**config.mk**
```make
export PLATFORM = sky130hd
export DESIGN_NAME = circle_plotter_flat
export DESIGN_NICKNAME = d
export VERILOG_FILES = /design/src/rtl/circle_plotter_pkg.sv /design/src/rtl/circle_plotter_if.sv /design/src/rtl/circle_octant_pixel.sv /design/src/rtl/circle_plotter.sv /design/src/flat_wrapper.sv
export SDC_FILE = /design/constraint.sdc
export NUM_CORES = 1
export LEC_CHECK = 0
export CAP_MARGIN = 30
export CORE_MARGIN = 8
export CORE_UTILIZATION = 25
export DETAILED_ROUTE_END_ITERATION = 16
export PLACE_DENSITY = 0.42
export SLEW_MARGIN = 20
export SYNTH_ARGS = -nofsm -noshare
export SYNTH_HDL_FRONTEND = slang
export SYNTH_SLANG_ARGS = --single-unit
```
**constraint.sdc**
```tcl
create_clock -name clk -period 4.3 [get_ports clk]
set_clock_uncertainty 0.2 [all_clocks]
set_input_delay 0.43 -clock clk [delete_from_list [all_inputs] [get_ports clk]]
set_output_delay 0.43 -clock clk [all_outputs]
set_load 0.02 [all_outputs]
```
**src/rtl/circle_plotter_pkg.sv**
```systemverilog
// circle_plotter_pkg: shared screen constants, FSM states and octant index type
package circle_plotter_pkg;
  localparam int SCREEN_W = 160;
  localparam int SCREEN_H = 120;
  localparam logic [2:0] BLACK = 3'b000;
  typedef enum logic [2:0] {IDLE, CLEAR, INIT, DRAW, STEP, DONE} circle_state_t;
  typedef logic [2:0] octant_t;
endpackage

```
**src/rtl/circle_plotter_if.sv**
```systemverilog
// circle_plotter_if: start/done drawing handshake plus VGA-adapter plot signals
interface circle_plotter_if;
  logic start;
  logic forced_early_clear;
  logic [2:0] colour;
  logic [7:0] centre_x;
  logic [6:0] centre_y;
  logic [7:0] diameter;
  logic done;
  logic [7:0] vga_x;
  logic [6:0] vga_y;
  logic [2:0] vga_colour;
  logic vga_plot;
  modport master (
    output start, forced_early_clear, colour, centre_x, centre_y, diameter,
    input done, vga_x, vga_y, vga_colour, vga_plot
  );
  modport slave (
    input start, forced_early_clear, colour, centre_x, centre_y, diameter,
    output done, vga_x, vga_y, vga_colour, vga_plot
  );
endinterface

```
**src/rtl/circle_octant_pixel.sv**
```systemverilog
// circle_octant_pixel: maps centre, offsets and octant index to a screen pixel with bounds flag
module circle_octant_pixel
  import circle_plotter_pkg::*;
(
  input  logic [7:0] cx,
  input  logic [6:0] cy,
  input  logic [6:0] off_x,
  input  logic [6:0] off_y,
  input  octant_t    oct,
  output logic [7:0] vga_x,
  output logic [6:0] vga_y,
  output logic       in_bounds
);
  localparam logic signed [9:0] W10 = 10'(SCREEN_W);
  localparam logic signed [9:0] H10 = 10'(SCREEN_H);
  logic [6:0] a, b;
  logic signed [9:0] px, py;
  // odd octants swap the offsets; octants 2-5 mirror x, octants 4-7 mirror y
  always_comb begin
    a = oct[0] ? off_y : off_x;
    b = oct[0] ? off_x : off_y;
    px = (oct[2] ^ oct[1]) ? $signed({2'b0, cx}) - $signed({3'b0, a}) : $signed({2'b0, cx}) + $signed({3'b0, a});
    py = oct[2] ? $signed({3'b0, cy}) - $signed({3'b0, b}) : $signed({3'b0, cy}) + $signed({3'b0, b});
    in_bounds = (px >= 10'sd0) && (px < W10) && (py >= 10'sd0) && (py < H10);
    vga_x = px[7:0];
    vga_y = py[6:0];
  end
endmodule

```
**src/rtl/circle_plotter.sv**
```systemverilog
// circle_plotter: clears the screen then plots a Bresenham circle outline, one pixel per cycle
module circle_plotter
  import circle_plotter_pkg::*;
(
  input logic clk,
  input logic rst_n,
  circle_plotter_if.slave bus
);
  localparam logic [7:0] X_LAST = 8'(SCREEN_W - 1);
  localparam logic [6:0] Y_LAST = 7'(SCREEN_H - 1);
  circle_state_t state, next;
  logic [7:0] cx, clr_x;
  logic [6:0] cy, r, clr_y, off_x, off_y;
  logic [2:0] col;
  logic signed [9:0] crit, ncrit, ny10, nx10;
  octant_t oct;
  logic [6:0] ny;
  logic signed [7:0] nx;
  logic crit_pos, step_more, last_clear, in_bounds;
  logic [7:0] px;
  logic [6:0] py;
  circle_octant_pixel u_pix (
    .cx(cx), .cy(cy), .off_x(off_x), .off_y(off_y), .oct(oct),
    .vga_x(px), .vga_y(py), .in_bounds(in_bounds)
  );
  // midpoint step: new off_y, possibly decremented off_x, and the updated criterion
  always_comb begin
    crit_pos = crit > 10'sd0;
    ny = off_y + 7'd1;
    nx = crit_pos ? $signed({1'b0, off_x}) - 8'sd1 : $signed({1'b0, off_x});
    ny10 = $signed({3'b0, ny});
    nx10 = {{2{nx[7]}}, nx};
    ncrit = crit_pos ? crit + ((ny10 - nx10) <<< 1) + 10'sd1 : crit + (ny10 <<< 1) + 10'sd1;
    step_more = $signed({1'b0, ny}) <= nx;
    last_clear = (clr_x == X_LAST) && (clr_y == Y_LAST);
  end
  // state register
  always_ff @(posedge clk or negedge rst_n)
    if (!rst_n) state <= IDLE;
    else state <= next;
  // next-state logic
  always_comb begin
    next = state;
    unique case (state)
      IDLE:  next = bus.start ? CLEAR : IDLE;
      CLEAR: next = (bus.forced_early_clear || last_clear) ? INIT : CLEAR;
      INIT:  next = DRAW;
      DRAW:  next = (oct == 3'd7) ? STEP : DRAW;
      STEP:  next = step_more ? DRAW : DONE;
      DONE:  next = bus.start ? DONE : IDLE;
      default: next = IDLE;
    endcase
  end
  // plot outputs: black sweep in CLEAR, clipped outline pixel in DRAW, quiet otherwise
  always_comb begin
    bus.done = state == DONE;
    bus.vga_plot = (state == CLEAR) || (state == DRAW && in_bounds);
    bus.vga_x = (state == CLEAR) ? clr_x : (state == DRAW) ? px : 8'd0;
    bus.vga_y = (state == CLEAR) ? clr_y : (state == DRAW) ? py : 7'd0;
    bus.vga_colour = (state == DRAW) ? col : BLACK;
  end
  // datapath: latch request, sweep clear counters, run the circle iteration
  always_ff @(posedge clk or negedge rst_n)
    if (!rst_n) begin
      cx <= '0;
      cy <= '0;
      r <= '0;
      col <= '0;
      clr_x <= '0;
      clr_y <= '0;
      off_x <= '0;
      off_y <= '0;
      crit <= '0;
      oct <= '0;
    end else begin
      if (state == IDLE && bus.start) begin
        cx <= bus.centre_x;
        cy <= bus.centre_y;
        r <= bus.diameter[7:1];
        col <= bus.colour;
        clr_x <= '0;
        clr_y <= '0;
      end
      if (state == CLEAR) begin
        clr_y <= (clr_y == Y_LAST) ? 7'd0 : clr_y + 7'd1;
        clr_x <= (clr_y == Y_LAST) ? clr_x + 8'd1 : clr_x;
      end
      if (state == INIT) begin
        off_x <= r;
        off_y <= '0;
        crit <= 10'sd1 - $signed({3'b0, r});
        oct <= '0;
      end
      if (state == DRAW) oct <= oct + 3'd1;
      if (state == STEP) begin
        off_y <= ny;
        off_x <= nx[6:0];
        crit <= ncrit;
      end
    end
endmodule

```
**src/flat_wrapper.sv**
```systemverilog
// flat-port wrapper written by rule: the top's interface ports become plain ports
module circle_plotter_flat import circle_plotter_pkg::*;
  (clk, rst_n, bus_start, bus_forced_early_clear, bus_colour, bus_centre_x, bus_centre_y, bus_diameter, bus_done, bus_vga_x, bus_vga_y, bus_vga_colour, bus_vga_plot);
  circle_plotter_if bus_i ();
  input logic clk;
  input logic rst_n;
  input wire logic [$bits(bus_i.start)-1:0] bus_start;
  input wire logic [$bits(bus_i.forced_early_clear)-1:0] bus_forced_early_clear;
  input wire logic [$bits(bus_i.colour)-1:0] bus_colour;
  input wire logic [$bits(bus_i.centre_x)-1:0] bus_centre_x;
  input wire logic [$bits(bus_i.centre_y)-1:0] bus_centre_y;
  input wire logic [$bits(bus_i.diameter)-1:0] bus_diameter;
  output wire logic [$bits(bus_i.done)-1:0] bus_done;
  output wire logic [$bits(bus_i.vga_x)-1:0] bus_vga_x;
  output wire logic [$bits(bus_i.vga_y)-1:0] bus_vga_y;
  output wire logic [$bits(bus_i.vga_colour)-1:0] bus_vga_colour;
  output wire logic [$bits(bus_i.vga_plot)-1:0] bus_vga_plot;
  assign bus_i.start = bus_start;
  assign bus_i.forced_early_clear = bus_forced_early_clear;
  assign bus_i.colour = bus_colour;
  assign bus_i.centre_x = bus_centre_x;
  assign bus_i.centre_y = bus_centre_y;
  assign bus_i.diameter = bus_diameter;
  assign bus_done = bus_i.done;
  assign bus_vga_x = bus_i.vga_x;
  assign bus_vga_y = bus_i.vga_y;
  assign bus_vga_colour = bus_i.vga_colour;
  assign bus_vga_plot = bus_i.vga_plot;
  circle_plotter u_core (.clk(clk), .rst_n(rst_n), .bus(bus_i));
endmodule
```
==> summary.md, run 1 <==
| Metric | Value |
|---|---|
| Routed Antenna Nets | 0 |
| Crit path launch | u_core.crit[6]$_DFFE_PN0P_ |
| Worst R2R Path Depth | 15 |
| CP Data Required Time | 4390 ps |
| Port-buffer cells | 48 |
| Syn Area/Cell | 8.671 um^2 |
| Tmin final | 4155 ps |
| Hold Slack | 305.6 ps |
| DP Area | 7083 um^2 |
| Area leader, netlist | dfrtp_1 |
| Site Rows | 56 |
| Critical setup path kind | reg -> reg |
| Setup_tns | 0 ps |
| Core area | 23,400 um^2 |
| Delay-heaviest family, CP | simple AND/OR/NAND/NOR gates |
| Most common cell type on the critical path | ha_1 |
| Avg WL per Cell | 16.77 um |
| Max Slew Vio Count | 0 |
| R2r startpoint | u_core.crit[6]$_DFFE_PN0P_ |
| Vias/cell | 4.891 |
| CP Cell Sequence | nor4_4 -> a31o_4 -> buf_4 -> or4_4 -> or3_4 -> xor2_1 -> ha_1 -> a21o_1 -> a21oi_1 -> nand2_1 -> xnor2_1 -> ha_1 -> or3_1 -> mux2i_1 -> a211o_1 |
| Status | finished clean |
| Crit. path cell count | 15 |
| Vias in the first global route | 5,306 |
| Layout area overhead | 25.35% |
| Crit path to | u_core.crit[8]$_DFFE_PN0P_ |
| Clock-pin slew on the worst setup and hold paths | 60 ps |
| Gr usage total | 12.86% |
| Final Setup Violations | 0 |
| Hold Vio Cnt, Final | 0 |
| YS warnings | 0 |
| Post-layout util | 31.86% |
| Die Y | 170.3 um |
| Top-level I/O count | 50 |
| Syn Inst Count | 686 |
| Final #Nets | 857 |
| Design area | 7456 um^2 |
| First-pass GRT wire length | 29,520 um |
| GRT overflow | 0 |
| # DRC | 0 |
| Die Footprint | 28,990 um^2 |
| Share of flip-flops with an asynchronous set or reset | 100.0% |
| Achievable Freq | 0.2407 GHz |
| Final GP Congestion | 0.8328 |
| Antenna violations before repair | 0 |
| Tcrit/Tclk final | 96.63% |
| Seq/Total Area, Yosys | 29.45% |
| Clock sinks | 70 |
| Fillers | 2,481 |
| CTS tree | built |
| Reg2Reg Capture Point | u_core.crit[8]$_DFFE_PN0P_ |
| Slew @ Worst Pin | 848.5 ps |
| Layout cells sized above 1 | 14.56% |
| RSZ-0062 raised after global routing | false |
| Arr. time, crit path | 4240 ps |
| Critical Path Fanout Max | 4 |
| CP max stage cell | dfrtp_1 |
| Cts bufs inserted | 9 |
| Top post-synthesis cells by count | dfrtp_1, nand2_1, o21ai_0 |
| Synth area leaders | dfrtp_1, ha_1, o21ai_0 |
| CTS H-Tree Depth | 3 |
| Post-synth EDFFs | 0 |
| Final wirelength | 18,250 um |
| Largest net degree at the start of global routing | 38 |
| Top_reg_cell synth | dfrtp_1 |
| Vias | 5,321 |
| Hpwl dp | 14,070 um |
| Hold Crit Class | reg -> reg |
| Clock root buffer | clkbuf_16 |
| Cell area after synthesis | 5948 um^2 |
| Max-Cap Viols | 0 |
| Startpoint types | flip-flop |
| Drt first pass iters | 5 |
| FF+latch count, synth | 70 |
| CP bufs+invs | 1 |
| Slowest Stage Delay on Critical Path | 510 ps |
| Most frequent cell after synthesis | dfrtp_1 |
| Die W | 170.3 um |
| HP Start | u_core.col[0]$_DFFE_PN0P_ |
| Worst rel slew slack | 43.43% |
| Post-synthesis cell type count | 67 |
| Antenna cells | 0 |
| CP endpoint kind | flip-flop |
| R2R setup slack | 140 ps |
| Clock Latency Late Sink | 350 ps |
| Initial Util | 25.42% |
| Max Buffers Root-to-Sink | 2 |
| Drt initial violations | 258 |
| Post-synth top area share | 29.45% |
| Syn nets | 779 |
## per-stage QoR
stage / setup slack [ps] / instances
final: 144.9 / 1088
after global routing: 3.861 / 1088
after CTS: 12.97 / 1087
after detailed placement: -35.95 / 1070
after global placement: 66.61 / 1068
after floorplan: 335.6 / 686
## state kept, by name (all words and copies together), names as in the netlist
register,cells
u_core.col,3
u_core.r,7
u_core.off_x,7
u_core.off_y,7
u_core.oct,3
u_core.cx,8
u_core.state,3
u_core.cy,7
u_core.crit,10
u_core.clr_x,8
u_core.clr_y,7
## cells by family after synthesis
group / Yosys count / share of synthesized area, %
multiplexers: 38 / 6.857
adder cells (fa/ha/maj): 65 / 14.49
AND/OR/NAND/NOR: 189 / 15.33
AO/OA/AOI/OAI: 196 / 21.41
buffers and inverters: 78 / 5.090
flip-flops: 70 / 29.45
XOR/XNOR: 50 / 7.362
## final cells by class
class	count	area, um^2	share of cell area [%]
Clock buffer	9	225.2	3.021
Clock inverter	7	73.82	0.9901
Inverter	48	180.2	2.417
Multi-Input combinational cell	538	3960	53.11
Sequential cell	70	1753	23.51
Tap cell	319	399.1	5.353
Timing Repair Buffer	97	864.6	11.60
## layer usage
layer | track usage [%] | routed length (um)
met2 | 21.47 | 8665
met4 | 4.081 | 307
met1 | 16.49 | 8620
met3 | 2.433 | 656
met5 | 0 | 0
## timing repair
action                     CTS  global route
pin swaps                    0             1
setup endpoints to repair    3             7
hold endpoints to repair    36             0
hold buffers                 1             0
setup buffers                0             1
resized for setup            7            14
cloned                       0             0
## layout by cell type (no fill, tap or decap), types with 14 or more instances in the layout
master / count
dfrtp_1: 69
nand2_1: 58
ha_1: 55
o21ai_0: 53
inv_1: 48
nor2_1: 48
buf_4: 47
clkdlybuf4s50_1: 44
a21oi_1: 43
xnor2_1: 29
mux2_2: 22
xor2_1: 21
nand3_1: 15
nor3_1: 14
mux2i_1: 14
## worst min path at each step
stage                                        endpoint  slack (ps)  cells after the start
after global placement      u_core.col[1]$_DFFE_PN0P_         280                      1
after CTS                   u_core.col[1]$_DFFE_PN0P_         310                      1
after global routing        u_core.col[1]$_DFFE_PN0P_         330                      1
final                       u_core.col[0]$_DFFE_PN0P_         310                      1
after detailed placement    u_core.col[0]$_DFFE_PN0P_         260                      1
after floorplan           u_core.clr_x[0]$_DFFE_PN0P_         -70                      0
Power of run 1 is not shown: default switching activity piles up to over one toggle a cycle in this logic, so the estimate is an artifact.
==> run 2, diff against run 1 <==
--- a/config.mk
+++ b/config.mk
@@ -9,6 +9,7 @@
 export CORE_MARGIN = 8
 export CORE_UTILIZATION = 25
 export DETAILED_ROUTE_END_ITERATION = 16
+export GPL_TIMING_DRIVEN = 0
 export PLACE_DENSITY = 0.42
 export SLEW_MARGIN = 20
 export SYNTH_ARGS = -nofsm -noshare
==> run 2 against run 1 <==
Against the previous run: register-to-register slack improved by 40 ps; sequential share of layout area rose by 0.52 points; core utilization fell by 0.51 points; worst hold slack got worse by 3.5 ps; die area did not move; fmax rose by 0.60%; via count fell by 3.0%; non-clock buffer count fell by 13; sequential cell count did not move; clock-buffer cell count rose by 2; first-iteration DRC count rose by 6.2%; critical endpoint is now bus_vga_plot; highest routed layer unchanged.
==> summary.md, run 2 (synthesis gave the netlist of run 1 again) <==
| Metric | Value |
|---|---|
| GRT overflow | 0 (unchanged) |
| Post-layout util | 31.35% (-0.51 points) |
| Largest register FFs | 10 (unchanged) |
| Final Setup Violations | 0 (unchanged) |
| Vias in the first global route | 5,204 (-1.9%) |
| Gr usage total | 13.15% (+0.28 points) |
| Max-Cap Viols | 0 (unchanged) |
| Clock sinks | 70 (unchanged) |
| Port-buffer cells | 48 (unchanged) |
| RSZ-0062 raised after global routing | true |
| Startpoint types | flip-flop |
| Final GP Congestion | 0.7978 (-4.2%) |
| Layout cells sized above 1 | 12.04% (-2.5 points) |
| Fillers | 2,538 (+2.3%) |
| Clock root buffer | clkbuf_16 |
| Die Footprint | 28,990 um^2 (unchanged) |
| First-pass GRT wire length | 29,500 um (about the same) |
| Clock Latency Late Sink | 350 ps (about the same) |
| Routed Antenna Nets | 0 (unchanged) |
| Antenna violations before repair | 0 (unchanged) |
| Slew @ Worst Pin | 870.4 ps (+21.91 ps) |
| Antenna cells | 0 (unchanged) |
| Critical setup path kind | reg -> out |
| Hold Slack | 302.1 ps (-3.494 ps) |
| Initial Util | 25.42% (unchanged) |
| Biggest regs | u_core.crit x10, u_core.clr_x x8, u_core.cx x8 |
| Avg WL per Cell | 17.29 um (+3.1%) |
| Tcrit/Tclk final | 96.06% (-0.57 points) |
| Max Slew Vio Count | 0 (unchanged) |
| Site Rows | 56 (unchanged) |
| Cts bufs inserted | 9 (unchanged) |
| Register area | 1763 um^2 (+0.57%) |
| Achievable Freq | 0.2421 GHz (+0.60%) |
| Critical Path Fanout Max | 10 (+6) |
| Arr. time, crit path | 3500 ps (-740 ps) |
| Hold Vio Cnt, Final | 0 (unchanged) |
| Max Buffers Root-to-Sink | 2 (unchanged) |
| Hold Crit Class | reg -> reg |
| CTS tree | built |
| Die Y | 170.3 um (unchanged) |
| # DRC | 0 (unchanged) |
| Final #Nets | 844 (-1.5%) |
| Top-level I/O count | 50 (unchanged) |
| CP endpoint kind | output pin |
| Tmin final | 4130 ps (-24.70 ps) |
| Die W | 170.3 um (unchanged) |
| Worst rel slew slack | 41.56% (-1.9 points) |
| Drt first pass iters | 5 (unchanged) |
| Clock-pin slew on the worst setup and hold paths | 60 ps (about the same) |
| Core area | 23,400 um^2 (unchanged) |
| Multi-input gate area | 4010 um^2 (+1.3%) |
| CP Data Required Time | 3670 ps (-720 ps) |
| Most flop-heavy register | u_core.crit |
| Drt initial violations | 274 (+6.2%) |
| CTS H-Tree Depth | 3 (unchanged) |
| Vias | 5,163 (-3.0%) |
| Hpwl dp | 14,590 um (+3.7%) |
| Vias/cell | 4.803 (-1.8%) |
| Layout area overhead | 23.33% |
| Final wirelength | 18,590 um (+1.9%) |
| Most common cell after layout, fill and taps aside | dfrtp_1 |
| Status | finished clean |
| Most frequent cells in the layout | dfrtp_1, nand2_1, ha_1, o21ai_0 |
| Largest net degree at the start of global routing | 51 (+34%) |
-- run 2: changes by cell type in the layout (fill, tap and decap cells not counted), moves of 3 or more --
cell	delta
clkdlybuf4s50_1	-3
buf_4	-39
dlygate4sd2_1	+3
buf_1	+3
dfrtp_1	-8
a21oi_2	+3
buf_2	+3
clkbuf_1	+21
dfrtp_2	+8
a21oi_1	-3
clkinvlp_4	-4
-- run 2: critical path, stage by stage, from the launching register on --
cell      delay (ps)
dfrtp_1          350
buf_4            230
mux2i_1          430
ha_1             310
clkbuf_1         180
or3_1            360
o21bai_1         180
a32oi_1          230
xor2_1           260
a21oi_1          150
o31ai_2          250
buf_4            200
-- run 2: what timing repair did --
item	in CTS	in global routing
hold endpoints to repair	20	0
setup endpoints to repair	19	11
setup buffers	3	1
pin swaps	2	3
resized for setup	30	29
hold buffers	1	0
-- run 2: area by class of cell --
type / instances / share of cell area (%)
clock inverter: 5 / 0.7846
multi-input combinational: 538 / 54.66
inverter: 48 / 2.456
clock buffer: 11 / 3.309
sequential: 70 / 24.03
timing repair buffer: 55 / 7.488
buffer: 29 / 1.825
tap: 319 / 5.441
-- run 2: worst paths after layout --
kind	depth (start not counted)	slack (ps)	start	to
min in group asynchronous	2	330	rst_n	u_core.col[0]$_DFFE_PN0P_
setup / recovery	11	170	u_core.oct[0]$_DFFE_PN0P_	bus_vga_plot
setup reg to reg	15	180	u_core.crit[1]$_DFFE_PN0P_	u_core.crit[8]$_DFFE_PN0P_
hold / removal	1	300	u_core.col[2]$_DFFE_PN0P_	u_core.col[2]$_DFFE_PN0P_
max in group asynchronous	3	2960	rst_n	u_core.crit[1]$_DFFE_PN0P_
hold reg to reg	1	300	u_core.col[2]$_DFFE_PN0P_	u_core.col[2]$_DFFE_PN0P_
-- run 2: metal layers --
metal	vias up	GRT usage [%]	wire (um)	part of all wire [%]
met3	17	2.433	718	3.9
met5	-	0	0	0
met2	89	20.62	8458	46
met4	0	4.424	369	2.0
met1	2460	17.86	9042	49
li1	2597	-	-	-
-- run 2: metrics by stage --
stage | setup TNS [ps] | instance area, um^2 | std cells | worst slack (ps)
after global placement | -29630 | 6828 | 1053 | -713.5
after global routing | -20.73 | 7336 | 1075 | -20.73
final | 0 | 7336 | 1075 | 169.6
after floorplan | 0 | 5948 | 686 | 335.6
after detailed placement | -4267 | 6864 | 1055 | -640.6
after CTS | -6.679 | 7279 | 1075 | -6.679
Power of run 2 is left out for the same reason.
